[src/rtl/rr_arbiter_onehot_pkg.sv]
// Shared types and helpers for the one-hot round-robin arbiter family.
`default_nettype none

package rr_arbiter_onehot_pkg;

  typedef enum logic {
    ARB    = 1'b0,
    LOCKED = 1'b1
  } arb_state_t;

  // Widest vector the rotate helper supports; callers zero-extend into it.
  localparam int MAX_REQS = 64;

  // Rotate the low n bits of v left by one; bits at and above n must be zero.
  function automatic logic [MAX_REQS-1:0] rotl1(input logic [MAX_REQS-1:0] v,
                                                input int unsigned n);
    logic [MAX_REQS-1:0] mask;
    mask = (n >= MAX_REQS) ? '1 : ((MAX_REQS'(1) << n) - MAX_REQS'(1));
    return ((v << 1) | (v >> (n - 1))) & mask;
  endfunction

endpackage

`default_nettype wire

[src/rtl/rr_priority_select.sv]
// Combinational pick of the first set request at or above a one-hot priority, wrapping.
`default_nettype none

module rr_priority_select #(
  parameter int NUM_REQS = 4
) (
  input  logic [NUM_REQS-1:0] i_request,
  input  logic [NUM_REQS-1:0] i_prio,
  output logic [NUM_REQS-1:0] o_pick
);

  logic [2*NUM_REQS-1:0] w_double;
  logic [2*NUM_REQS-1:0] w_borrow;
  logic [2*NUM_REQS-1:0] w_lowest;

  // Subtracting prio from {req,req} clears the first set bit at/above prio and
  // flips nothing below it; the bit that changed 1->0 is the winner.
  assign w_double = {i_request, i_request};
  assign w_borrow = w_double - {{NUM_REQS{1'b0}}, i_prio};
  assign w_lowest = w_double & ~w_borrow;
  assign o_pick   = w_lowest[NUM_REQS-1:0] | w_lowest[2*NUM_REQS-1:NUM_REQS];

endmodule

`default_nettype wire

[src/rtl/rr_arbiter_onehot.sv]
// Round-robin arbiter with grant lock; drives a zero/one-hot grant into encoder_onehot.
`default_nettype none

module rr_arbiter_onehot
  import rr_arbiter_onehot_pkg::*;
#(
  parameter int NUM_REQS     = 4,
  parameter int LOG_NUM_REQS = (NUM_REQS > 1) ? $clog2(NUM_REQS) : 1
) (
  input  logic                clk,
  input  logic                reset,
  input  logic [NUM_REQS-1:0] i__request,
  input  logic                i__accept,
  input  logic                i__lock,
  output logic [NUM_REQS-1:0] o__grant,
  output logic                o__grant_valid
);

  if (NUM_REQS < 1 || NUM_REQS > MAX_REQS || LOG_NUM_REQS < 1) begin : g_param_check
    $error("rr_arbiter_onehot: NUM_REQS out of range");
  end

  arb_state_t          r_st;
  arb_state_t          w_st_nxt;
  logic [NUM_REQS-1:0] r_prio;
  logic [NUM_REQS-1:0] w_prio_nxt;
  logic [NUM_REQS-1:0] r_lock_vec;
  logic [NUM_REQS-1:0] w_lock_nxt;
  logic [NUM_REQS-1:0] w_arb_pick;
  logic [NUM_REQS-1:0] w_grant;
  logic [NUM_REQS-1:0] w_grant_rot;
  logic                w_lock_hit;
  logic                w_taken;

  rr_priority_select #(
    .NUM_REQS (NUM_REQS)
  ) u_select (
    .i_request (i__request),
    .i_prio    (r_prio),
    .o_pick    (w_arb_pick)
  );

  assign w_lock_hit = (r_st == LOCKED) && (|(r_lock_vec & i__request));

  // A broken lock falls straight back to the round-robin pick in the same cycle.
  assign w_grant = reset      ? '0 :
                   w_lock_hit ? r_lock_vec : w_arb_pick;

  assign o__grant       = w_grant;
  assign o__grant_valid = |w_grant;
  assign w_taken        = o__grant_valid & i__accept;
  assign w_grant_rot    = NUM_REQS'(rotl1(MAX_REQS'(w_grant), NUM_REQS));

  always_comb begin
    w_st_nxt   = r_st;
    w_prio_nxt = r_prio;
    w_lock_nxt = r_lock_vec;
    if ((r_st == LOCKED) && !w_lock_hit) begin
      w_st_nxt   = ARB;
      w_lock_nxt = '0;
    end
    if (w_taken) begin
      if (i__lock) begin
        // Entering or holding a lock leaves the pointer where it was.
        w_st_nxt   = LOCKED;
        w_lock_nxt = w_grant;
      end else begin
        w_st_nxt   = ARB;
        w_lock_nxt = '0;
        w_prio_nxt = w_grant_rot;
      end
    end
  end

  always_ff @(posedge clk) begin
    if (reset) begin
      r_st       <= ARB;
      r_prio     <= NUM_REQS'(1);
      r_lock_vec <= '0;
    end else begin
      r_st       <= w_st_nxt;
      r_prio     <= w_prio_nxt;
      r_lock_vec <= w_lock_nxt;
    end
  end

endmodule

`default_nettype wire

[config.mk]
export PLATFORM = sky130hd
export DESIGN_NAME = rr_arbiter_onehot
export DESIGN_NICKNAME = d
export VERILOG_FILES = /design/src/rtl/rr_arbiter_onehot_pkg.sv /design/src/rtl/rr_priority_select.sv /design/src/rtl/rr_arbiter_onehot.sv
export SDC_FILE = /design/constraint.sdc
export NUM_CORES = 1
export LEC_CHECK = 0
export CORE_MARGIN = 8
export CORE_UTILIZATION = 40
export CTS_CLUSTER_SIZE = 28
export DETAILED_ROUTE_END_ITERATION = 10
export GPL_TIMING_DRIVEN = 0
export PLACE_DENSITY_LB_ADDON = 0.08
export SYNTH_ARGS = -nofsm -noshare
export SYNTH_HDL_FRONTEND = slang
export SYNTH_HIERARCHICAL = 1
export SYNTH_SLANG_ARGS = --single-unit
[constraint.sdc]
create_clock -name clk -period 3.1 [get_ports clk]
set_input_delay 0.62 -clock clk [delete_from_list [all_inputs] [get_ports clk]]
set_output_delay 0.62 -clock clk [all_outputs]
set_load 0.005 [all_outputs]
==> out/qor.csv, run 1 <==
stage;metric;value;unit
timing;report.final.hold_viol_count;0;
run_status;run_status;finished clean;
logic_synthesis;post_synth_num_cell_types;30;
global_route;grtUsageMet2;15.4;%
global_route;first_global_vias;604;
logic_synthesis;synth_seq_area_share;28.2;%
clock_tree;clock_tree_from_tritoncts;done;
route;remaining_drc_errors;0;
setup_path;crit_type;input pin to primary output;
logic_synthesis;top_ff_cell_synth;sky130_fd_sc_hd__dfxtp_1;
job;max_cap_viol_count;0;
clock_tree;cts_inserted_buffers;3;
setup_path;required;2.48;ns
logic_synthesis;commonest_cells_post_synth;9 x sky130_fd_sc_hd__dfxtp_1, 9 x sky130_fd_sc_hd__inv_1;
timing;finalSetupTns;0;ns
global_route;grt_start_max_net_pins;11;
logic_synthesis;yosysTopAreaCellShare;28.2;%
setup_path;worstPathMaxFanout;4;
placement;gp_congestion;0.796;
layout;fin_nets;105;
clock_tree;clkSlewWorstSetupHoldPaths;0.06;ns
logic_synthesis;synthesis.yosys.warnings;6;
layout;finish.cell_count_without_fillers;108;
worst_hold_path;timing.hold.worst.start;r_prio[2];
setup_path;regToRegSetupSlack;0.41;ns
setup_path;critical_path.endpoint_type;primary output;
layout;post_route_cells_drive_above_1_share;35.9;%
clock_tree;cts_max_level;1;
layout;filler_instances;140;
clock_tree;cts.path.max_buffers;2;
setup_path;rr_startpoint;r_prio[1];
power;clock_power_share;26.5;%
route;finalWirelength;1630;um
route;routed_wire_length_per_instance;15.1;um
setup_path;timing.critical_path.from;i__request[2];
global_route;routing_usage_on_met1;12.3;%
timing;fin_crit_sh;97.8;%
logic_synthesis;postSynthCellCount;71;
power;power.ir.vdd_worst;0.000255;V
global_route;grt_met3_usage;4.79;%
power;power_density;370;nW/um^2
placement;port-buffer-count;11;
layout;seqCellArea;181;sq um
layout;synthesis_to_layout_area_growth;45.1;%
layout;antenna_cells_inserted;0;
setup_path;start_kind;input pin;
route;via_per_inst;5.53;
timing;pins_over_slew_limit;0;
timing;layout_min_cycle_time;3.03;ns
route;route.antenna.remaining_nets;0;
logic_synthesis;asyncSetResetFlopFracSynth;0;%
clock_tree;cts-hold-fix-buffers;0;
die;placementRows;14;
logic_synthesis;synth_enable_flop_cells;0;
global_route;grt_pass1_wl;2660;um
setup_path;crit_path_end;o__grant_valid;
route;drtIter0Drc;14;
logic_synthesis;synth_top_cell_by_area;sky130_fd_sc_hd__dfxtp_1;
logic_synthesis;post_synth_instance_area;638;sq um
logic_synthesis;synth_area_leaders;sky130_fd_sc_hd__dfxtp_1 28%, sky130_fd_sc_hd__a22o_2 6.3%, sky130_fd_sc_hd__mux2i_1 6.3%, sky130_fd_sc_hd__ha_1 5.9%, sky130_fd_sc_hd__inv_1 5.3%;
timing;timing.max_slew.rel_slack;71.4;%
die;height_of_the_die;55.9;um
layout;footprint_of_the_multi_input_gates;483;sq um
die;design.portCount;13;
timing;tightestPinTransition;0.429;ns
timing;achievable-frequency;0.330;GHz
placement;place_inst;98;
timing;setup_viol;0;
logic_synthesis;postSynthRegisterBits;9;
power;power.combinational.fraction;36.1;%
global_route;grt_overflow_total;0;
setup_path;reg2regPathDepth;12;
power;cell_internal_pwr;0.000237;W
timing;clock-skew-final;0.00119;ns
worst_hold_path;hp-class;flip-flop to flip-flop;
global_route;initial_antenna_violation_count;0;
clock_tree;cts-root-buf;sky130_fd_sc_hd__clkbuf_4;
placement;post-dp-hpwl;1190;um
die;coreArea;1510;sq um
global_route;grt_usage;10.0;%
die;die-area;3130;sq um
power;share_seq_of_total_power;37.4;%
die;die_width;55.9;um
power;net_switching_power_of_the_design;0.000106;W
setup_path;critical_path_arrival;2.41;ns
setup_path;crit-reg2reg-capture;r_lock_vec[1];
power;cellLeakagePower;0.430;nW
timing;setup_repair_after_global_routing_missed_its_margin;true;
logic_synthesis;post_synth.cell_area_avg;8.99;sq um
die;initial_core_util;42.4;%
power;sw_frac_of_total;30.9;%
clock_tree;clock_sinks;9;
global_route;grt-busiest-layer;met2;
logic_synthesis;postSynthNetCount;83;
clock_tree;insertion_delay;0.26;ns
route;route.vias.total;597;
route;drt_pre_antenna_iters;4;
-- worst max-delay path, cell delays in order --
cell	delay, ns
sky130_fd_sc_hd__clkdlybuf4s15_2	0.23
sky130_fd_sc_hd__ha_4	0.30
sky130_fd_sc_hd__and2b_1	0.16
sky130_fd_sc_hd__o21ai_2	0.08
sky130_fd_sc_hd__nor4b_4	0.13
sky130_fd_sc_hd__o31a_1	0.35
sky130_fd_sc_hd__nor4_2	0.32
sky130_fd_sc_hd__a21oi_1	0.09
sky130_fd_sc_hd__buf_2	0.14
-- worst min path at each step --
stage / end / slack (ns) / cells after the start
final: r_prio[2] / 0.48 / 2
after global routing: r_prio[2] / 0.50 / 2
after CTS: r_prio[2] / 0.48 / 2
after detailed placement: r_prio[2] / 0.47 / 2
after global placement: r_prio[2] / 0.47 / 2
after floorplan: r_prio[2] / 0.46 / 2
-- placed cells by master (no fill, tap or decap), types with 2 or more instances in the layout --
cell type | synthesis | final
sky130_fd_sc_hd__inv_1 | 9 | 8
sky130_fd_sc_hd__dfxtp_1 | 9 | 8
sky130_fd_sc_hd__buf_4 | 1 | 7
sky130_fd_sc_hd__mux2i_1 | 4 | 4
sky130_fd_sc_hd__nor2_1 | 4 | 4
sky130_fd_sc_hd__a22o_2 | 4 | 4
sky130_fd_sc_hd__o21ai_2 | 2 | 3
sky130_fd_sc_hd__a21oi_1 | 4 | 3
sky130_fd_sc_hd__o32ai_1 | 3 | 3
sky130_fd_sc_hd__nand2_1 | 3 | 3
sky130_fd_sc_hd__clkbuf_4 | 0 | 3
sky130_fd_sc_hd__dlygate4sd2_1 | 0 | 3
sky130_fd_sc_hd__o21a_1 | 3 | 3
sky130_fd_sc_hd__a22o_1 | 2 | 2
sky130_fd_sc_hd__nand2b_1 | 2 | 2
sky130_fd_sc_hd__clkdlybuf4s50_1 | 0 | 2
sky130_fd_sc_hd__buf_12 | 0 | 2
sky130_fd_sc_hd__dlymetal6s2s_1 | 0 | 2
sky130_fd_sc_hd__nor2b_1 | 2 | 2
sky130_fd_sc_hd__ha_4 | 0 | 2
-- final cells by class --
type | instances | share of cell area, %
multi-input combinational | 52 | 52.2
sequential | 9 | 19.6
timing repair buffer | 17 | 18.6
inverter | 9 | 3.65
clock buffer | 3 | 2.43
tap | 16 | 2.16
buffer | 1 | 0.811
clock inverter | 1 | 0.541
-- flip-flops by register name, summed over array words and instances, names as in the netlist --
name        flops
r_prio          4
r_lock_vec      4
r_st            1
-- what timing repair did --
| item | 4_1_cts | 5_1_grt |
|---|---|---|
| gates cloned | 0 | 0 |
| pin swaps | 5 | 8 |
| gates resized for setup | 23 | 18 |
| buffers inserted | 2 | 4 |
| setup endpoints to repair | 9 | 5 |
| hold endpoints to repair | 0 | 0 |
-- cell families after synthesis --
| logic type | after synthesis | synth area share [%] |
|---|---|---|
| and+or+nand+nor | 18 | 16.5 |
| DFF | 9 | 28.2 |
| buffers and inverters | 10 | 6.47 |
| adders and majority gates | 4 | 9.02 |
| AOI/OAI and AO/OA | 25 | 32.2 |
| muxes | 4 | 6.27 |
| xor gates and xnor gates | 1 | 1.37 |
-- power groups by stage --
stage	Combinational, W	Clock [W]	Sequential [W]
2_1_floorplan	0.0000633	0	0.000129
3_3_place_gp	0.0000972	0	0.000130
3_5_place_dp	0.0000969	0	0.000130
4_1_cts	0.000108	0.0000948	0.000127
5_1_grt	0.000137	0.0000994	0.000129
6_report	0.000124	0.0000909	0.000128
-- per-layer routing --
layer,wire length (um),share of wire [%]
met2,783,48
met1,770,47
met4,7,0.43
met3,68,4.2
met5,0,0
-- metrics by stage --
step                util (%)  total power, W  hold WS (ns)  instance area (sq um)  setup slack, ns
floorplan                  -        0.000192         0.456                    638            0.303
detailed placement      51.0        0.000227         0.470                    768           -0.909
global placement        51.0        0.000227         0.472                    768           -0.923
global route            61.5        0.000365         0.495                    926          -0.0666
finish                  61.5        0.000343         0.477                    926           0.0672
CTS                     56.1        0.000330         0.480                    846           0.0167
No activity file was read; power rests on OpenSTA's default activity.
==> run 2: changes to the inputs <==
--- a/config.mk
+++ b/config.mk
@@ -15,3 +15,4 @@
 export SYNTH_HDL_FRONTEND = slang
 export SYNTH_HIERARCHICAL = 1
 export SYNTH_SLANG_ARGS = --single-unit
+export TNS_END_PERCENT = 10
==> run 2 against run 1 <==
Maximum frequency grew 0.71%; die area is the same; global-route usage is essentially flat; count of clock-buffer cells in the layout is the same; core utilization shrank 2.7 points; flip-flop and latch count is the same; register-to-register slack lost 0.04 ns; first-iteration DRC count shrank 21%; cell area shrank 4.5%; hold slack is essentially flat.
==> out/qor.csv, run 2 (synthesis gave the netlist of run 1 again) <==
stage;metric;value;unit;change
run_status;run_status;finished clean;;
clock_tree;cts-root-buf;sky130_fd_sc_hd__clkbuf_4;;
worst_hold_path;hp-class;flip-flop to flip-flop;;
placement;port-buffer-count;11;;unchanged
global_route;grt_usage;9.96;%;-0.041 points
worst_hold_path;timing.hold.worst_endpoint;r_prio[2];;
worst_hold_path;hold-path-cell-count;2;;unchanged
placement;detailed_place.area;768;sq um;unchanged
global_route;grt_pass1_wl;2660;um;-0.26%
clock_tree;clock_sinks;9;;unchanged
timing;setup_repair_after_global_routing_missed_its_margin;true;;
setup_path;rr_startpoint;r_prio[0];;
die;height_of_the_die;55.9;um;unchanged
layout;largest_registers;r_lock_vec: 4 flops, r_prio: 4 flops, r_st: 1 flops;;
timing;achievable-frequency;0.332;GHz;+0.71%
setup_path;critical_path.endpoint_type;primary output;;
layout;filler_instances;152;;+8.6%
timing;tightestPinTransition;0.466;ns;+0.0371 ns
die;placementRows;14;;unchanged
route;route.antenna.remaining_nets;0;;unchanged
clock_tree;insertion_delay;0.26;ns;about the same
layout;finish.cell_count_without_fillers;106;;-1.9%
setup_path;worstPathMaxFanout;6;;+2
setup_path;required;2.48;ns;about the same
timing;layout_min_cycle_time;3.01;ns;-0.0214 ns
global_route;first_global_vias;603;;-0.17%
layout;synthesis_to_layout_area_growth;38.6;%;
route;drtIter0Drc;11;;-3
timing;fin_crit_sh;97.1;%;-0.69 points
setup_path;start_kind;input pin;;
die;die_width;55.9;um;unchanged
route;routed_wire_length_per_instance;15.1;um;+0.14%
clock_tree;clkSlewWorstSetupHoldPaths;0.06;ns;about the same
route;finalWirelength;1600;um;-1.7%
clock_tree;cts_inserted_buffers;3;;unchanged
placement;place_inst;98;;unchanged
global_route;grt_overflow_total;0;;unchanged
power;power_density;381;nW/um^2;+3.1%
die;design.portCount;13;;unchanged
die;die-area;3130;sq um;unchanged
timing;setup_viol;0;;unchanged
job;max_cap_viol_count;0;;unchanged
setup_path;crit-reg2reg-capture;r_lock_vec[1];;
timing;layout_setup_ws;0.0886;ns;+0.0214 ns
layout;post_route_cells_drive_above_1_share;33.3;%;-2.5 points
worst_hold_path;timing.hold.worst.start;r_prio[2];;
placement;gp_congestion;0.796;;unchanged
power;cellLeakagePower;0.404;nW;-6.0%
setup_path;reg2regPathDepth;10;;-2
die;initial_core_util;42.4;%;unchanged
route;drt_pre_antenna_iters;4;;unchanged
setup_path;regToRegSetupSlack;0.37;ns;-0.04 ns
global_route;grt_start_max_net_pins;11;;unchanged
timing;pins_over_slew_limit;0;;unchanged
route;via_per_inst;5.58;;+0.86%
layout;layout.cells.most_common_list;9 x sky130_fd_sc_hd__inv_1, 9 x sky130_fd_sc_hd__dfxtp_1, 6 x sky130_fd_sc_hd__buf_4;;
route;route.vias.total;591;;-1.0%
placement;post-dp-hpwl;1190;um;unchanged
power;power;0.000337;W;-1.5%
die;coreArea;1510;sq um;unchanged
layout;finish.instance_area;885;sq um;-4.5%
placement;dp_worst_setup_slack;-0.909;ns;unchanged
clock_tree;cts_max_level;1;;unchanged
setup_path;critical_path_arrival;2.39;ns;-0.02 ns
layout;fin_nets;103;;-1.9%
clock_tree;cts-hold-fix-buffers;0;;unchanged
global_route;initial_antenna_violation_count;0;;unchanged
power;power.ir.vdd_worst;0.000255;V;+0.18%
timing;report.final.hold_viol_count;0;;unchanged
clock_tree;clock_tree_from_tritoncts;done;;
timing;clock-skew-final;0.00178;ns;+0.000588 ns
setup_path;crit_type;input pin to primary output;;
route;remaining_drc_errors;0;;unchanged
layout;finish.utilization;58.7;%;-2.7 points
timing;timing.max_slew.rel_slack;68.9;%;-2.5 points
layout;antenna_cells_inserted;0;;unchanged
clock_tree;cts.path.max_buffers;2;;unchanged
-- run 2: changes by cell type in the layout (fill, tap and decap cells not counted), sizes merged --
cell,delta
clkbuf,+2
dlygate4sd2,-1
buf,-3
-- run 2: timing repair --
| action | CTS | global route |
|---|---|---|
| endpoints found under the hold margin | 0 | 0 |
| setup endpoints to repair | 9 | 5 |
| pin swaps | 5 | 6 |
| buffers inserted | 2 | 2 |
| gates resized for setup | 21 | 14 |
-- run 2: report_power, final --
group | switching [W] | total [W] | internal (W)
sequential | 0.00000548 | 0.000128 | 0.000122
clock | 0.0000436 | 0.0000913 | 0.0000477
combinational | 0.0000568 | 0.000118 | 0.0000614
total | 0.000106 | 0.000337 | 0.000231
-- run 2: metal layers --
metal / track usage (%) / up-vias / routed length [um]
li1: - / 302 / -
met1: 12.2 / 273 / 773
met2: 15.4 / 12 / 739
met3: 4.79 / 4 / 74
met4: 2.06 / 0 / 13
met5: 0 / - / 0
-- run 2: worst max-delay path by stage --
stage                  start  slack (ns)              to
4_1_cts        i__request[1]       -0.02  o__grant_valid
3_5_place_dp   i__request[1]       -0.91  o__grant_valid
2_1_floorplan  i__request[1]        0.30   r_lock_vec[0]
5_1_grt        i__request[1]       -0.04  o__grant_valid
3_3_place_gp   i__request[1]       -0.92  o__grant_valid
6_report       i__request[1]        0.09  o__grant_valid
-- run 2: layout make-up --
type                       count  area, sq um  share of cell area (%)
buffer                         1         7.51                   0.849
tap                           16         20.0                    2.26
sequential                     9          180                    20.4
clock buffer                   3         22.5                    2.55
timing repair buffer          15          133                    15.0
inverter                       9         33.8                    3.82
multi-input combinational     52          483                    54.6
clock inverter                 1         5.00                   0.566
-- run 2: stage by stage --
stage | hold WS (ns) | TNS, ns
CTS | 0.480 | -0.0243
global placement | 0.472 | -6.18
floorplan | 0.456 | 0
finish | 0.477 | 0
global route | 0.495 | -0.0449
detailed placement | 0.470 | -6.20
-- run 2: worst max-delay path: stages --
cell	delay, ns
sky130_fd_sc_hd__buf_6	0.10
sky130_fd_sc_hd__inv_1	0.06
sky130_fd_sc_hd__fa_2	0.37
sky130_fd_sc_hd__and2b_1	0.23
sky130_fd_sc_hd__o21ai_1	0.08
sky130_fd_sc_hd__nor4b_4	0.13
sky130_fd_sc_hd__o31a_1	0.37
sky130_fd_sc_hd__nor4_2	0.19
sky130_fd_sc_hd__a21oi_1	0.10
sky130_fd_sc_hd__clkbuf_2	0.13
